**src/rtl/ram_master_pkg.sv**
```systemverilog
// Shared bus widths, access-size encodings and request helpers for the
// ram_master slice.
package ram_master_pkg;

  localparam int ADDR_BUS = 32;
  localparam int DATA_BUS = 32;

  localparam logic [1:0] MEM_SIZE_BYTE = 2'b00;
  localparam logic [1:0] MEM_SIZE_HALF = 2'b01;
  localparam logic [1:0] MEM_SIZE_WORD = 2'b10;

  // Load-side fields that must survive from accept until the response.
  typedef struct packed {
    logic [1:0] size;
    logic       sgn;
    logic [1:0] offset;
  } req_info_t;

  // The reserved encoding 11 behaves exactly like a word access.
  function automatic logic [1:0] norm_size(input logic [1:0] size);
    logic [1:0] res;
    if (size == 2'b11) begin
      res = MEM_SIZE_WORD;
    end else begin
      res = size;
    end
    return res;
  endfunction

  function automatic logic is_misaligned(input logic [1:0] size, input logic [1:0] offset);
    logic res;
    case (norm_size(size))
      MEM_SIZE_HALF: res = offset[0];
      MEM_SIZE_WORD: res = (offset != 2'b00);
      default:       res = 1'b0;
    endcase
    return res;
  endfunction

endpackage

```
**src/rtl/ram_master_if.sv**
```systemverilog
// CPU request/response handshake plus the word-organised SRAM port.
interface ram_master_if;
  import ram_master_pkg::*;

  logic                req_valid;
  logic                req_ready;
  logic                req_write;
  logic [1:0]          req_size;
  logic                req_signed;
  logic [ADDR_BUS-1:0] req_addr;
  logic [DATA_BUS-1:0] req_wdata;
  logic                resp_valid;
  logic                resp_err;
  logic [DATA_BUS-1:0] resp_rdata;
  logic                ram_en;
  logic [3:0]          ram_write_sel;
  logic [ADDR_BUS-1:0] ram_addr;
  logic [DATA_BUS-1:0] ram_wdata;
  logic [DATA_BUS-1:0] ram_rdata;

  modport master (
    input  req_valid, req_write, req_size, req_signed, req_addr, req_wdata, ram_rdata,
    output req_ready, resp_valid, resp_err, resp_rdata,
    output ram_en, ram_write_sel, ram_addr, ram_wdata
  );

  modport slave (
    output req_valid, req_write, req_size, req_signed, req_addr, req_wdata, ram_rdata,
    input  req_ready, resp_valid, resp_err, resp_rdata,
    input  ram_en, ram_write_sel, ram_addr, ram_wdata
  );

endinterface

```
**src/rtl/mem_lane_fmt.sv**
```systemverilog
// Little-endian byte-lane formatting: store mask/replication and load
// extraction with sign or zero extension. Purely combinational.
module mem_lane_fmt
  import ram_master_pkg::*;
(
  input  logic [1:0]          st_size,
  input  logic [1:0]          st_offset,
  input  logic [DATA_BUS-1:0] st_wdata,
  output logic [3:0]          st_mask,
  output logic [DATA_BUS-1:0] st_wdata_rep,
  input  logic [1:0]          ld_size,
  input  logic [1:0]          ld_offset,
  input  logic                ld_signed,
  input  logic [DATA_BUS-1:0] ld_rdata,
  output logic [DATA_BUS-1:0] ld_data
);

  logic [7:0]  ld_byte;
  logic [15:0] ld_half;

  // Store side: lane strobes and data replicated across every lane.
  always_comb begin
    st_mask      = 4'b1111;
    st_wdata_rep = st_wdata;
    case (norm_size(st_size))
      MEM_SIZE_BYTE: begin
        st_mask      = 4'b0001 << st_offset;
        st_wdata_rep = {4{st_wdata[7:0]}};
      end
      MEM_SIZE_HALF: begin
        st_mask      = st_offset[1] ? 4'b1100 : 4'b0011;
        st_wdata_rep = {2{st_wdata[15:0]}};
      end
      default: begin
        st_mask      = 4'b1111;
        st_wdata_rep = st_wdata;
      end
    endcase
  end

  // Load side: pick the addressed lane(s) and extend to the full word.
  always_comb begin
    case (ld_offset)
      2'd0:    ld_byte = ld_rdata[7:0];
      2'd1:    ld_byte = ld_rdata[15:8];
      2'd2:    ld_byte = ld_rdata[23:16];
      default: ld_byte = ld_rdata[31:24];
    endcase
    if (ld_offset[1]) begin
      ld_half = ld_rdata[31:16];
    end else begin
      ld_half = ld_rdata[15:0];
    end
    case (norm_size(ld_size))
      MEM_SIZE_BYTE: ld_data = {{24{ld_signed & ld_byte[7]}}, ld_byte};
      MEM_SIZE_HALF: ld_data = {{16{ld_signed & ld_half[15]}}, ld_half};
      default:       ld_data = ld_rdata;
    endcase
  end

endmodule

```
**src/rtl/ram_master.sv**
```systemverilog
// Single-request bus initiator from the MEM stage onto the SRAM port; stores
// keep address, lanes and data stable for one extra cycle while the RAM commits.
module ram_master
  import ram_master_pkg::*;
(
  input  logic   clk,
  input  logic   rst,
  ram_master_if.master bus
);

  typedef enum logic [2:0] {
    ST_IDLE  = 3'd0,
    ST_READ  = 3'd1,
    ST_WRITE = 3'd2,
    ST_HOLD  = 3'd3,
    ST_RESP  = 3'd4
  } state_e;

  state_e              state_q, state_d;
  req_info_t           info_q, info_d;
  logic                req_ready_q, req_ready_d;
  logic                resp_valid_q, resp_valid_d;
  logic                resp_err_q, resp_err_d;
  logic [DATA_BUS-1:0] resp_rdata_q, resp_rdata_d;
  logic                ram_en_q, ram_en_d;
  logic [3:0]          ram_write_sel_q, ram_write_sel_d;
  logic [ADDR_BUS-1:0] ram_addr_q, ram_addr_d;
  logic [DATA_BUS-1:0] ram_wdata_q, ram_wdata_d;

  logic [3:0]          st_mask_s;
  logic [DATA_BUS-1:0] st_wdata_rep_s;
  logic [DATA_BUS-1:0] ld_data_s;
  logic                accept_s;

  mem_lane_fmt u_lane_fmt (
    .st_size      (bus.req_size),
    .st_offset    (bus.req_addr[1:0]),
    .st_wdata     (bus.req_wdata),
    .st_mask      (st_mask_s),
    .st_wdata_rep (st_wdata_rep_s),
    .ld_size      (info_q.size),
    .ld_offset    (info_q.offset),
    .ld_signed    (info_q.sgn),
    .ld_rdata     (bus.ram_rdata),
    .ld_data      (ld_data_s)
  );

  assign accept_s = bus.req_valid & req_ready_q;

  // Next-state and next-output logic; bus outputs are computed one cycle
  // ahead so every ram_* and resp_* pin comes straight from a flop.
  always_comb begin
    state_d         = state_q;
    info_d          = info_q;
    resp_valid_d    = 1'b0;
    resp_err_d      = 1'b0;
    resp_rdata_d    = {DATA_BUS{1'b0}};
    ram_en_d        = 1'b0;
    ram_write_sel_d = ram_write_sel_q;
    ram_addr_d      = ram_addr_q;
    ram_wdata_d     = ram_wdata_q;
    case (state_q)
      ST_IDLE: begin
        if (accept_s) begin
          info_d = '{size: bus.req_size, sgn: bus.req_signed, offset: bus.req_addr[1:0]};
          if (is_misaligned(bus.req_size, bus.req_addr[1:0])) begin
            state_d      = ST_RESP;
            resp_valid_d = 1'b1;
            resp_err_d   = 1'b1;
          end else if (bus.req_write) begin
            state_d         = ST_WRITE;
            ram_en_d        = 1'b1;
            ram_write_sel_d = st_mask_s;
            ram_addr_d      = {bus.req_addr[ADDR_BUS-1:2], 2'b00};
            ram_wdata_d     = st_wdata_rep_s;
          end else begin
            state_d         = ST_READ;
            ram_en_d        = 1'b1;
            ram_write_sel_d = 4'b0000;
            ram_addr_d      = {bus.req_addr[ADDR_BUS-1:2], 2'b00};
            ram_wdata_d     = {DATA_BUS{1'b0}};
          end
        end else begin
          state_d = ST_IDLE;
        end
      end
      ST_READ: begin
        state_d         = ST_RESP;
        resp_valid_d    = 1'b1;
        resp_rdata_d    = ld_data_s;
        ram_write_sel_d = 4'b0000;
        ram_addr_d      = {ADDR_BUS{1'b0}};
        ram_wdata_d     = {DATA_BUS{1'b0}};
      end
      ST_WRITE: begin
        // Enable drops but address, lanes and data stay put for the commit.
        state_d = ST_HOLD;
      end
      ST_HOLD: begin
        state_d         = ST_RESP;
        resp_valid_d    = 1'b1;
        ram_write_sel_d = 4'b0000;
        ram_addr_d      = {ADDR_BUS{1'b0}};
        ram_wdata_d     = {DATA_BUS{1'b0}};
      end
      ST_RESP: begin
        state_d = ST_IDLE;
      end
      default: begin
        state_d         = ST_IDLE;
        ram_write_sel_d = 4'b0000;
        ram_addr_d      = {ADDR_BUS{1'b0}};
        ram_wdata_d     = {DATA_BUS{1'b0}};
      end
    endcase
    req_ready_d = (state_d == ST_IDLE);
  end

  // State and output registers with synchronous active-low reset.
  always_ff @(posedge clk) begin
    if (!rst) begin
      state_q         <= ST_IDLE;
      info_q          <= '0;
      req_ready_q     <= 1'b0;
      resp_valid_q    <= 1'b0;
      resp_err_q      <= 1'b0;
      resp_rdata_q    <= {DATA_BUS{1'b0}};
      ram_en_q        <= 1'b0;
      ram_write_sel_q <= 4'b0000;
      ram_addr_q      <= {ADDR_BUS{1'b0}};
      ram_wdata_q     <= {DATA_BUS{1'b0}};
    end else begin
      state_q         <= state_d;
      info_q          <= info_d;
      req_ready_q     <= req_ready_d;
      resp_valid_q    <= resp_valid_d;
      resp_err_q      <= resp_err_d;
      resp_rdata_q    <= resp_rdata_d;
      ram_en_q        <= ram_en_d;
      ram_write_sel_q <= ram_write_sel_d;
      ram_addr_q      <= ram_addr_d;
      ram_wdata_q     <= ram_wdata_d;
    end
  end

  assign bus.req_ready     = req_ready_q;
  assign bus.resp_valid    = resp_valid_q;
  assign bus.resp_err      = resp_err_q;
  assign bus.resp_rdata    = resp_rdata_q;
  assign bus.ram_en        = ram_en_q;
  assign bus.ram_write_sel = ram_write_sel_q;
  assign bus.ram_addr      = ram_addr_q;
  assign bus.ram_wdata     = ram_wdata_q;

endmodule

```
**src/flat_wrapper.sv**
```systemverilog
// flat-port wrapper written by rule: the top's interface ports become plain ports
module ram_master_flat import ram_master_pkg::*;
  (clk, rst, bus_req_valid, bus_req_write, bus_req_size, bus_req_signed, bus_req_addr, bus_req_wdata, bus_ram_rdata, bus_req_ready, bus_resp_valid, bus_resp_err, bus_resp_rdata, bus_ram_en, bus_ram_write_sel, bus_ram_addr, bus_ram_wdata);
  ram_master_if bus_i ();
  input  logic clk;
  input  logic rst;
  input wire logic [$bits(bus_i.req_valid)-1:0] bus_req_valid;
  input wire logic [$bits(bus_i.req_write)-1:0] bus_req_write;
  input wire logic [$bits(bus_i.req_size)-1:0] bus_req_size;
  input wire logic [$bits(bus_i.req_signed)-1:0] bus_req_signed;
  input wire logic [$bits(bus_i.req_addr)-1:0] bus_req_addr;
  input wire logic [$bits(bus_i.req_wdata)-1:0] bus_req_wdata;
  input wire logic [$bits(bus_i.ram_rdata)-1:0] bus_ram_rdata;
  output wire logic [$bits(bus_i.req_ready)-1:0] bus_req_ready;
  output wire logic [$bits(bus_i.resp_valid)-1:0] bus_resp_valid;
  output wire logic [$bits(bus_i.resp_err)-1:0] bus_resp_err;
  output wire logic [$bits(bus_i.resp_rdata)-1:0] bus_resp_rdata;
  output wire logic [$bits(bus_i.ram_en)-1:0] bus_ram_en;
  output wire logic [$bits(bus_i.ram_write_sel)-1:0] bus_ram_write_sel;
  output wire logic [$bits(bus_i.ram_addr)-1:0] bus_ram_addr;
  output wire logic [$bits(bus_i.ram_wdata)-1:0] bus_ram_wdata;
  assign bus_i.req_valid = bus_req_valid;
  assign bus_i.req_write = bus_req_write;
  assign bus_i.req_size = bus_req_size;
  assign bus_i.req_signed = bus_req_signed;
  assign bus_i.req_addr = bus_req_addr;
  assign bus_i.req_wdata = bus_req_wdata;
  assign bus_i.ram_rdata = bus_ram_rdata;
  assign bus_req_ready = bus_i.req_ready;
  assign bus_resp_valid = bus_i.resp_valid;
  assign bus_resp_err = bus_i.resp_err;
  assign bus_resp_rdata = bus_i.resp_rdata;
  assign bus_ram_en = bus_i.ram_en;
  assign bus_ram_write_sel = bus_i.ram_write_sel;
  assign bus_ram_addr = bus_i.ram_addr;
  assign bus_ram_wdata = bus_i.ram_wdata;
  ram_master u_core (.clk(clk), .rst(rst), .bus(bus_i));
endmodule
```
**config.mk**
```make
export PLATFORM = sky130hd
export DESIGN_NAME = ram_master_flat
export DESIGN_NICKNAME = d
export VERILOG_FILES = /design/src/rtl/ram_master_pkg.sv /design/src/rtl/ram_master_if.sv /design/src/rtl/mem_lane_fmt.sv /design/src/rtl/ram_master.sv /design/src/flat_wrapper.sv
export SDC_FILE = /design/constraint.sdc
export NUM_CORES = 1
export LEC_CHECK = 0
export ABC_AREA = 0
export BUFFER_PORTS_ARGS = -buffer_cell sky130_fd_sc_hd__buf_4
export CELL_PAD_IN_SITES_DETAIL_PLACEMENT = 2
export CELL_PAD_IN_SITES_GLOBAL_PLACEMENT = 2
export CORE_AREA = 8 8 114 220
export CTS_CLUSTER_SIZE = 12
export DETAILED_ROUTE_END_ITERATION = 10
export DIE_AREA = 0 0 122 228
export GPL_ROUTABILITY_DRIVEN = 0
export PLACE_DENSITY = 0.78
export REMOVE_ABC_BUFFERS = 1
export SYNTH_ARGS = -nofsm -noshare
export SYNTH_HDL_FRONTEND = slang
export SYNTH_HIERARCHICAL = 1
export SYNTH_SLANG_ARGS = --single-unit
```
**constraint.sdc**
```tcl
create_clock -name clk -period 1.5 [get_ports clk]
set_input_delay 0.15 -clock clk [delete_from_list [all_inputs] [get_ports clk]]
set_output_delay 0.15 -clock clk [all_outputs]
set_load 0.1 [all_outputs]
```
# Yosys cells after proc, flatten, opt, wreduce, memory -nomap -nowiden
# Cells that the tools add are included.
[word_totals] register_bits=112 input_bits=103 word_cells=76 output_inout_bits=104
[op_classes] n_shift=1 n_mux=32 reduce_logical=13 bitwise_logic=4 n_eq_ne=14
[ops] cell="$pmux 32 s2" count=4
[ops] cell="$mux 32" count=5
[ops] cell="$pmux 8 s3" count=1
[ops] cell="$mux 16" count=1
[ops] cell="$mux 4" count=4
[ops] cell="$pmux 4 s2" count=2
[ops] cell="$mux 2" count=5
[ops] cell="$pmux 3 s3" count=1
[ops] cell="$eq 2x1->1 const B" count=4
[ops] cell="$eq 2x2->1 const B" count=4
[ops] cell="$eq 3x2->1 const B" count=2
[ops] cell="$logic_not 2->1" count=3
[ops] cell="$logic_not 3->1" count=2
[ops] cell="$mux 3" count=2
[ops] cell="$reduce_and 2->1" count=3
[ops] cell="$reduce_and 3->1" count=2
[ops] cell="$mux 1" count=5
[ops] cell="$pmux 1 s2" count=2
[ops] cell="$reduce_or 2->1" count=2
[ops] cell="$shl 1x2->4 const A" count=1
[ops] cell="$and 1x1->1" count=3
[ops] cell="$eq 3x1->1 const B" count=1
[ops] cell="$eq 3x3->1 const B" count=1
[ops] cell="$ne 2x1->1 const B" count=1
[ops] cell="3 further kinds" count=3

# Longest topological paths before layout
# Gate-level depths: netlist (run 1).
[logic_depth] ltp_word=12 depth_mapped=8 mapped_depth_nobuf=4

# Cells and area by module
# Netlist (run 1), hierarchy kept.
[by_module_without_submodules] mod="ram_master" seq_area_each_um2=2202.1 area_per_inst_um2=4087.7 cells_each=427 instances=1
[by_module_without_submodules] mod="mem_lane_fmt" seq_area_each_um2=0.0 area_per_inst_um2=1328.8 cells_each=175 instances=1

# Worst setup path after synthesis (run 1)
# OpenSTA, ideal clock, no wires.
[synth_path] kind="register to register" startpoint="register u_core.req_ready_q (netlist: u_core/bus.req_ready)" endpoint="register u_core.ram_addr_q[22] (netlist: u_core/bus.ram_addr[22])" setup_slack_ns=-0.671 setup_ns=0.072 t_required_ns=1.428 arrival_time_ns=2.099 path_stages_with_launch=8 period_less_slack_ns=2.171 path_buffers=4 path_cell_list="dfxtp_1 > and2_1 > buf_2 > a41o_1 > clkbuf_1 > buf_6 > buf_6 > mux2i_1"
[synth_between] elab_chain_cells=3
[synth_lines] element="from (decl)" line="ram_master.sv:21" rtl="logic req_ready_q, req_ready_d;"
[synth_lines] element="from (signal assigned)" line="ram_master.sv:135" rtl="req_ready_q <= req_ready_d;"
[synth_lines] element="$and 1x1->1" line="ram_master.sv:48" rtl="assign accept_s = bus.req_valid & req_ready_q;"
[synth_lines] element="$ne 2x1->1 (no source line)"
[synth_lines] element="$reduce_and 3->1 (no source line)"
[synth_lines] element="to (signal assigned)" line="ram_master.sv:130" rtl="ram_addr_q <= {ADDR_BUS{1'b0}};"
[synth_lines] element="to (signal assigned)" line="ram_master.sv:141" rtl="ram_addr_q <= ram_addr_d;"
[synth_lines] element="to (decl)" line="ram_master.sv:27" rtl="logic [ADDR_BUS-1:0] ram_addr_q, ram_addr_d;"
# No other way between the ends.
# A chain may end at the register's enable or synchronous reset.

# Final worst setup path (run 1)
[layout_path] startpoint="register u_core/info_q[0] (netlist bit)" endpoint="register u_core.resp_rdata_q[20] (netlist: u_core/bus.resp_rdata[20])"
[layout_between] elab_chain_cells=4 word_cells_on_any_way=6 classes_between="eq/ne: 2; mux: 2; bitwise: 1; reduce/logical: 1"
[layout_lines] element="from (decl)" line="ram_master.sv:20" rtl="req_info_t info_q, info_d;"
[layout_lines] element="from (signal assigned)" line="ram_master.sv:134" rtl="info_q <= info_d;"
[layout_lines] element="$eq 2x2->1, or another cell as far along" line="mem_lane_fmt.sv:43" rtl="case (ld_offset)"
[layout_lines] element="$pmux 8 s3 *" line="mem_lane_fmt.sv:43"
[layout_lines] element="$and 1x1->1 *" line="mem_lane_fmt.sv:55" rtl="MEM_SIZE_BYTE: ld_data = {{24{ld_signed & ld_byte[7]}}, ld_byte};"
[layout_lines] element="$pmux 32 s2 *" line="mem_lane_fmt.sv:54" rtl="case (norm_size(ld_size))"
[layout_lines] element="via u_core.ld_data_s[20]" line="ram_master.sv:32" rtl="logic [DATA_BUS-1:0] ld_data_s;"
[layout_lines] element="to (signal assigned)" line="ram_master.sv:127" rtl="resp_rdata_q <= {DATA_BUS{1'b0}};"
[layout_lines] element="to (signal assigned)" line="ram_master.sv:138" rtl="resp_rdata_q <= resp_rdata_d;"
[layout_lines] element="to (decl)" line="ram_master.sv:24" rtl="logic [DATA_BUS-1:0] resp_rdata_q, resp_rdata_d;"
# The timed path passes the listed nets; every way through them passes the cells marked *.

==> metrics.yaml, run 1 <==
place:
  place_area_um2: 7440
  dp.cells: 1064
  hpwlAfterDp_um: 17500
  dp_slack_ps: -132
  io_buffers: 204
route:
  final_antenna_net_count: 0
  num_vias: 5371
  vias_per_cell: 4.93
  drc_errors: 0
  wl_per_cell_um: 22.4
  drt_iter0_markers: 225
  routed_wl_um: 24400
  first_pass_iters: 4
flow_run:
  max_cap_violations: 0
worst_setup_path:
  critPathLaunchType: "flip-flop"
  critPathSlowestCell: "dfxtp_2"
  required_ps: 1760
  path_max_fanout: 6
  critical_path.max_stage_delay_ps: 360
  critical_path_class: "reg -> reg"
  arrival_ps: 1860
  path_cells: "mux2_4 -> a32oi_4 -> buf_6 -> buf_16 -> o211ai_1 -> and3_1"
  end_kind: "flip-flop"
floorplanning:
  fp.dieH_um: 228
  die_w_um: 122
  ios: 207
  dieArea_um2: 27800
  initial_core_util_pct: 24.6
  core-area_um2: 22100
  row_count: 77
power_and_ir_drop:
  peakVddDrop_mv: 0.603
  p_leak_nw: 3.54
  power.density_nw_per_um2: 988
  combPwrFrac_pct: 29.5
  pwr-share-seq_pct: 38.4
  total_power_mw: 8.02
  power_switching_mw: 2.70
  clkPwrFrac_pct: 32.1
  p_int_mw: 5.31
  swShare_pct: 33.7
sta:
  setup_violations: 26
  drv_slew: 0
  fmax_ghz: 0.625
  whs_ps: 26.2
  worst_slack_ps: -99.5
  min_period_over_period_pct: 107
  period_needed_ps: 1600
  final.setup.tns_ps: -1690
  hold_violations: 0
  rsz0062_at_grt: "yes"
  clock_skew_ps: 7.94
grt:
  antenna_found_initial: 1
  grt_pass1_vias: 6099
  grtUsageTotal_pct: 17.3
  grt_max_degree: 61
  grt.overflow.total: 0
  grt_pass1_wl_um: 36000
synthesis:
  synth_edf_count: 0
  synth.yosys.seq_area_share_pct: 40.7
  syn_area_per_cell_um2: 9.00
  synthSimpleGateAreaFrac_pct: 20.4
  synth_mux_area_share_pct: 20.2
  synth_cells: 602
  yosysWarningCount: 6
  async_flop_share_pct: 0
  synthXorXnorAreaFrac_pct: 0
  synth_top_family_by_area: "simple AND/OR/NAND/NOR gates"
  ys_ff_latch: 110
  synth-adder-area-share_pct: 0
  yosys_most_used_dff: "dfxtp_1"
  syn-cell-area_um2: 5420
  synth-compound-area-share_pct: 11.2
  synth_cell_types: 38
final_layout:
  final_cell_mix: "buf_4, nand2_1, dfxtp_1"
  layout_commonest_cell: "buf_4"
  final_util_pct: 36.8
  nets: 914
  areaGrowthSynthToFinish_pct: 49.8
  final_area_um2: 8110
  drive_above_1_share_pct: 41.5
  instances_no_fill: 1090
clock_tree:
  cts_buffers: 9
  tritoncts: "built"
  cts.clk_slew.worst_paths_ps: 80
  insertion_delay_ps: 380
  htreeDepth: 3
  clockRootBuffer: "clkbuf_16"
  numClockSinks: 110
  clockBufferDepth: 2
worst_hold_path:
  holdCritPathClass: "in -> reg"
status:
  violations: "setup timing"
  status: "finished with violations"
==> timing repair <==
action	in CTS	in global routing
gates cloned	4	1
buffers inserted	4	3
gates resized for setup	26	16
hold buffers	0	0
endpoints found under the setup margin	35	62
pin swaps	13	11
hold endpoints to repair	0	0
==> critical path, delay by kind of cell (launching register included) <==
family,cells,cell delay [ps]
simple gates,1,200
buf+inv,2,280
compound gates,2,330
mux,1,320
flops,1,360
==> cell usage after synthesis (3+ instances only) <==
cell | instances | area share (%)
nand3_1 | 41 | 3.8
o221ai_1 | 8 | 1.3
o211ai_2 | 10 | 2.3
o211ai_1 | 7 | 0.97
buf_4 | 12 | 1.7
and3_1 | 32 | 3.7
mux2_2 | 18 | 3.7
buf_2 | 13 | 1.2
a22oi_1 | 9 | 1.2
nor2b_1 | 11 | 1.3
o22a_1 | 7 | 1.1
clkbuf_1 | 32 | 2.2
buf_6 | 10 | 2.1
a21oi_1 | 9 | 0.83
nand2_1 | 132 | 9.1
mux2i_1 | 89 | 16
nor2_1 | 9 | 0.62
o21ai_0 | 14 | 1.3
a21o_1 | 3 | 0.42
dfxtp_1 | 110 | 41
==> metal layers <==
layer	share of wire [%]	track usage [%]	routed length [µm]
met1	33	15.2	7990
met2	57	33.7	13900
met3	5.9	4.90	1450
met4	4.5	8.73	1100
met5	0	0	0
==> cell type report <==
cell class | instances | area (µm²)
multi-input combinational | 422 | 2970
inverter | 4 | 18.8
sequential | 110 | 2210
tap | 276 | 345
fill | 2476 | 14000
antenna | 1 | 2.50
clock inverter | 1 | 30.0
timing repair buffer | 264 | 2260
clock buffer | 12 | 267
==> power by group through the flow <==
stage                     combinational [mW]  clock [mW]  sequential, mW
after floorplan                        0.637           0            3.78
after global placement                  2.10           0            3.14
after detailed placement                2.14           0            3.15
after CTS                               2.33        2.70            3.08
after global routing                    2.48        2.78            3.09
final                                   2.36        2.57            3.08
==> logic make-up (layout without fill, tap and decap cells) <==
group	count (synthesis)	count (layout)
other	1	3
and+or+nand+nor	237	237
AOI/OAI and AO/OA	76	76
DFF	110	110
muxes	107	107
buffers and inverters	71	281
==> sequential cells by signal, indices dropped and copies added, names as in the netlist <==
register,cells
u_core/bus.resp_err,1
u_core/state_q,3
u_core/bus.ram_en,1
u_core/bus.req_ready,1
u_core/bus.ram_write_sel,4
u_core/info_q,5
u_core/bus.resp_valid,1
u_core/bus.ram_addr,30
u_core/bus.resp_rdata,32
u_core/bus.ram_wdata,32
==> final timing paths <==
| check | startpoint | end | slack (ps) | depth (start not counted) |
|---|---|---|---|---|
| worst max register to register | u_core/info_q[0] | u_core/bus.resp_rdata[20] | -100 | 6 |
| worst max-delay path | u_core/info_q[0] | u_core/bus.resp_rdata[20] | -100 | 6 |
| worst min register to register | u_core/bus.ram_wdata[4] | u_core/bus.ram_wdata[4] | 460 | 2 |
| worst min-delay path | bus_req_addr[15] | u_core/bus.ram_addr[15] | 30 | 3 |
No activity file was read; power rests on OpenSTA's default activity.
==> run 2: changes to the inputs <==
--- a/config.mk
+++ b/config.mk
@@ -5,16 +5,17 @@
 export SDC_FILE = /design/constraint.sdc
 export NUM_CORES = 1
 export LEC_CHECK = 0
-export ABC_AREA = 0
+export ABC_AREA = 1
 export BUFFER_PORTS_ARGS = -buffer_cell sky130_fd_sc_hd__buf_4
 export CELL_PAD_IN_SITES_DETAIL_PLACEMENT = 2
 export CELL_PAD_IN_SITES_GLOBAL_PLACEMENT = 2
-export CORE_AREA = 8 8 114 220
+export CORE_AREA = 8 8 121 234
 export CTS_CLUSTER_SIZE = 12
 export DETAILED_ROUTE_END_ITERATION = 10
-export DIE_AREA = 0 0 122 228
+export DIE_AREA = 0 0 129 242
 export GPL_ROUTABILITY_DRIVEN = 0
-export PLACE_DENSITY = 0.78
+export HOLD_SLACK_MARGIN = 0.15
+export PLACE_DENSITY = 0.8
 export REMOVE_ABC_BUFFERS = 1
 export SYNTH_ARGS = -nofsm -noshare
 export SYNTH_HDL_FRONTEND = slang
==> run 2 against run 1 <==
The run now ends clean. Sequential share of layout area down 1.9 points. Wire length up 5.5%. Core utilization down 2.6 points.
==> metrics.yaml, run 2 <==
worst_setup_path:
  critical_path_class: "reg -> reg"
  r2r_cells: 7
  worstReg2RegStart: "u_core/state_q[0]"
  arrival_ps: 1730
  path_max_fanout: 20
  startpoint: "u_core/state_q[0]"
  required_ps: 1780
  end_kind: "flip-flop"
  critPathLaunchType: "flip-flop"
sta:
  drv_slew: 0
  fmax_ghz: 0.693
  final.setup.tns_ps: 0
  clock_skew_ps: 11.0
  rsz0062_at_grt: "no"
  min_period_over_period_pct: 96.2
  hold_violations: 0
  worst_slack_ps: 57.0
  period_needed_ps: 1440
  setup_violations: 0
  whs_ps: 152
worst_hold_path:
  holdCritPathClass: "in -> reg"
  hold_depth: 5
  min-delay-start: "bus_ram_rdata[8]"
route:
  drc_errors: 0
  num_vias: 6557
  vias_per_cell: 4.46
  final_antenna_net_count: 0
  routed_wl_um: 25800
  wl_per_cell_um: 17.5
  drt_iter0_markers: 231
  first_pass_iters: 4
synthesis:
  synth_cells: 887
  synth_cell_types: 31
  synth_top_area_cell: "dfxtp_1"
  async_flop_share_pct: 0
  synth_top_area_share_pct: 37.0
  synth.yosys.seq_area_share_pct: 37.0
  synthTopCellsByArea: "dfxtp_1, nand2_1, nor2_1, inv_1, nand3_1"
  yosysWarningCount: 6
  synth_edf_count: 0
  synth.most_common_cell: "nand2_1"
  yosys_most_used_dff: "dfxtp_1"
  syn-cell-area_um2: 5950
  syn_area_per_cell_um2: 6.71
  ys_top_cells_by_count: "nand2_1, nor2_1, dfxtp_1, inv_1, nand3_1"
  ys_ff_latch: 110
grt:
  grt_pass1_wl_um: 40900
  grt_util_met2_pct: 29.1
  grt.overflow.total: 0
  grtUsageTotal_pct: 16.7
  grt-busiest-layer: "met2"
  antenna_found_initial: 0
  grt_pass1_vias: 7403
  grt_max_degree: 83
  met1_usage_pct: 19.1
  grtUsageMet3_pct: 3.53
clock_tree:
  insertion_delay_ps: 370
  htreeDepth: 3
  cts.clk_slew.worst_paths_ps: 80
  cts_buffers: 9
  tritoncts: "built"
  clockBufferDepth: 2
  clockRootBuffer: "clkbuf_16"
  numClockSinks: 110
flow_run:
  max_cap_violations: 0
power_and_ir_drop:
  pwr-share-seq_pct: 34.8
  p_leak_nw: 4.48
  combPwrFrac_pct: 38.3
  p_int_mw: 5.54
  swShare_pct: 41.2
  clkPwrFrac_pct: 26.9
  power_switching_mw: 3.88
  total_power_mw: 9.42
  power.density_nw_per_um2: 1080
  peakVddDrop_mv: 0.534
floorplanning:
  dieArea_um2: 31200
  ios: 207
  initial_core_util_pct: 23.4
  die_w_um: 129
  fp.dieH_um: 242
  core-area_um2: 25400
  row_count: 83
place:
  io_buffers: 204
  dp.cells: 1402
  dp_slack_ps: 33.3
  hpwlAfterDp_um: 18400
  place_area_um2: 7860
status:
  status: "complete, no violations"
final_layout:
  nets: 1227
  areaGrowthSynthToFinish_pct: 45.9
  instances_no_fill: 1469
  final_area_um2: 8680
  drive_above_1_share_pct: 26.2
  final_cell_mix: "nand2_1, buf_4, nor2_1"
  final_util_pct: 34.1
  diodes: 0
  layout_commonest_cell: "nand2_1"
==> run 2: per-layer routing <==
metal / routed length (µm) / up-vias
li1: - / 3164
met1: 10700 / 3162
met2: 13000 / 192
met3: 1370 / 39
met4: 664 / 0
met5: 0 / -
==> run 2: what timing repair did <==
item                                   in CTS  in global routing
gates resized for setup                     0                  7
hold buffers                               51                  0
buffers inserted                            0                  0
endpoints found under the hold margin      54                  0
setup endpoints to repair                   0                 57
==> run 2: final timing paths <==
path	endpoint	slack [ps]
max	u_core/bus.ram_addr[11]	60
min	u_core/bus.resp_rdata[8]	150
max reg2reg	u_core/bus.ram_addr[11]	60
min reg2reg	u_core/bus.ram_addr[8]	500
==> run 2: kinds of logic after synthesis <==
logic type / after synthesis / synth area share (%)
simple gates: 544 / 42.1
flops: 110 / 37.0
other cells: 1 / 0.0630
buf+inv: 166 / 13.8
compound gates: 66 / 7.10
==> run 2: worst max-delay path: stages, from the launching register on <==
cell and delay, ps:
dfxtp_2 370, nor2_4 150, nand2_4 90, inv_1 100
buf_6 200, nand2_1 110, a21boi_1 160, nor2_1 180
==> run 2: area by class of cell <==
cell class / count / area [µm²]
Timing Repair Buffer: 290 / 2420
Tap cell: 340 / 425
Clock buffer: 11 / 243
Fill cell: 2998 / 16800
Multi-Input combinational cell: 612 / 2950
Clock inverter: 5 / 58.8
Sequential cell: 110 / 2210
Inverter: 101 / 384
==> run 2: power by group through the flow <==
| stage | clock [mW] | combinational, mW | sequential, mW |
|---|---|---|---|
| 6_report | 2.53 | 3.61 | 3.28 |
| 5_1_grt | 2.71 | 3.86 | 3.31 |
| 4_1_cts | 2.62 | 3.60 | 3.28 |
| 3_5_place_dp | 0 | 3.48 | 3.35 |
| 3_3_place_gp | 0 | 3.38 | 3.34 |
| 2_1_floorplan | 0 | 0.986 | 4.72 |
==> run 3: changes to the inputs <==
--- a/config.mk
+++ b/config.mk
@@ -16,7 +16,8 @@
 export GPL_ROUTABILITY_DRIVEN = 0
 export HOLD_SLACK_MARGIN = 0.15
 export PLACE_DENSITY = 0.8
-export REMOVE_ABC_BUFFERS = 1
+export SETUP_SLACK_MARGIN = 0.2
+export SKIP_CTS_REPAIR_TIMING = 1
 export SYNTH_ARGS = -nofsm -noshare
 export SYNTH_HDL_FRONTEND = slang
 export SYNTH_HIERARCHICAL = 1
==> run 3 against run 2 <==
Critical path type unchanged. Register-to-register slack improved by 30 ps. Clock power hardly changed. Largest power group unchanged. Maximum frequency up 2.5%. Clock skew down 0.95 ps.
==> metrics.yaml, run 3 (synthesis gave the netlist of run 2 again) <==
status:
  status: "complete, no violations"
sta:
  setup_violations: 0
  whs_ps: 123
  hold_violations: 0
  clock_skew_ps: 10.1
  period_needed_ps: 1410
  min_period_over_period_pct: 93.9
  drv_slew: 0
  rsz0062_at_grt: "yes"
  fmax_ghz: 0.710
  worst_slack_ps: 91.8
place:
  hpwlAfterDp_um: 18600
  dp_slack_ps: -12.3
  place_area_um2: 7890
  io_buffers: 204
  dp.cells: 1394
worst_setup_path:
  path_cells: "inv_4 -> nand2_4 -> nand2_4 -> nand3_4 -> nand3_4 -> buf_6 -> nand3_2 -> inv_1 -> nor2_1"
  crit_end: "u_core/bus.resp_rdata[17]"
  critical_path_class: "reg -> reg"
  r2r_end: "u_core/bus.resp_rdata[17]"
  path_max_fanout: 8
  end_kind: "flip-flop"
  critPathLaunchType: "flip-flop"
  r2r_slack_ps: 90
  worstReg2RegStart: "u_core/info_q[1]"
  required_ps: 1800
  startpoint: "u_core/info_q[1]"
  arrival_ps: 1700
  r2r_cells: 9
  critPathSlowestCell: "dfxtp_4"
  critical_path.max_stage_delay_ps: 430
route:
  routed_wl_um: 27400
  first_pass_iters: 4
  drc_errors: 0
  route.met2.wl_um: 13900
  num_vias: 6485
  wl_per_cell_um: 18.9
  drt_iter0_markers: 238
  routed-wl-met3_um: 1710
  final_antenna_net_count: 0
  vias_per_cell: 4.48
  met1_length_um: 11400
  topRoutingLayerUsed: "met4"
worst_hold_path:
  holdCritPathClass: "in -> reg"
final_layout:
  drive_above_1_share_pct: 35.8
  final_cell_mix: "nand2_1, buf_4, nor2_1"
  areaGrowthSynthToFinish_pct: 49.9
  instances_no_fill: 1449
  layout_commonest_cell: "nand2_1"
  final_area_um2: 8920
  nets: 1206
grt:
  grt_pass1_wl_um: 38000
  antenna_found_initial: 1
  grt.overflow.total: 0
  grt_pass1_vias: 6984
  grt_max_degree: 58
  grtUsageTotal_pct: 15.5
floorplanning:
  initial_core_util_pct: 23.4
  core-area_um2: 25400
  fp.dieH_um: 242
  die_w_um: 129
  dieArea_um2: 31200
  row_count: 83
  ios: 207
clock_tree:
  clockBufferDepth: 2
  tritoncts: "built"
  cts.clk_slew.worst_paths_ps: 80
  numClockSinks: 110
  clockRootBuffer: "clkbuf_16"
  htreeDepth: 3
  insertion_delay_ps: 380
  cts_buffers: 9
power_and_ir_drop:
  total_power_mw: 9.63
  p_leak_nw: 4.55
  power.density_nw_per_um2: 1080
  peakVddDrop_mv: 0.502
flow_run:
  max_cap_violations: 0
run 3: worst min-delay path by stage:
stage / startpoint / to / slack (ps) / cells past startpoint
floorplan: bus_req_size[1] / u_core/info_q[4] / 280 / 2
global placement: bus_req_signed / u_core/info_q[2] / 410 / 3
detailed placement: bus_req_signed / u_core/info_q[2] / 450 / 3
CTS: bus_req_signed / u_core/info_q[2] / 30 / 3
global route: bus_req_addr[25] / u_core/bus.ram_addr[25] / 130 / 4
finish: bus_req_addr[5] / u_core/bus.ram_addr[5] / 120 / 5
run 3: power by group:
part	internal (mW)	leakage [nW]	switching, mW
sequential	3.15	0.916	0.148
clock	1.28	0.147	1.23
combinational	1.15	3.48	2.67
run 3: cell type report:
type / instances / area, µm²
clock inverter: 5 / 38.8
multi-input combinational: 612 / 3190
fill: 2991 / 16500
antenna: 1 / 2.50
inverter: 101 / 392
timing repair buffer: 269 / 2350
tap: 340 / 425
clock buffer: 11 / 264
sequential: 110 / 2270
run 3: worst max-delay path: cells and delay by family (launching register included):
kind | cells | cell delay [ps]
buffers and inverters | 3 | 300
and+or+nand+nor | 6 | 600
DFF | 1 | 430
run 3: through the flow:
stage          setup TNS, ps  util, %
5_1_grt                    0     35.1
2_1_floorplan              0        -
4_1_cts                -48.1     32.2
3_3_place_gp               0     31.0
3_5_place_dp           -12.3     31.0
6_report                   0     35.1
run 3: per-layer routing:
layer / track usage [%] / up-vias
met5: 0 / -
met4: 4.49 / 0
met3: 5.09 / 24
met2: 26.2 / 184
met1: 18.0 / 3147
li1: - / 3130
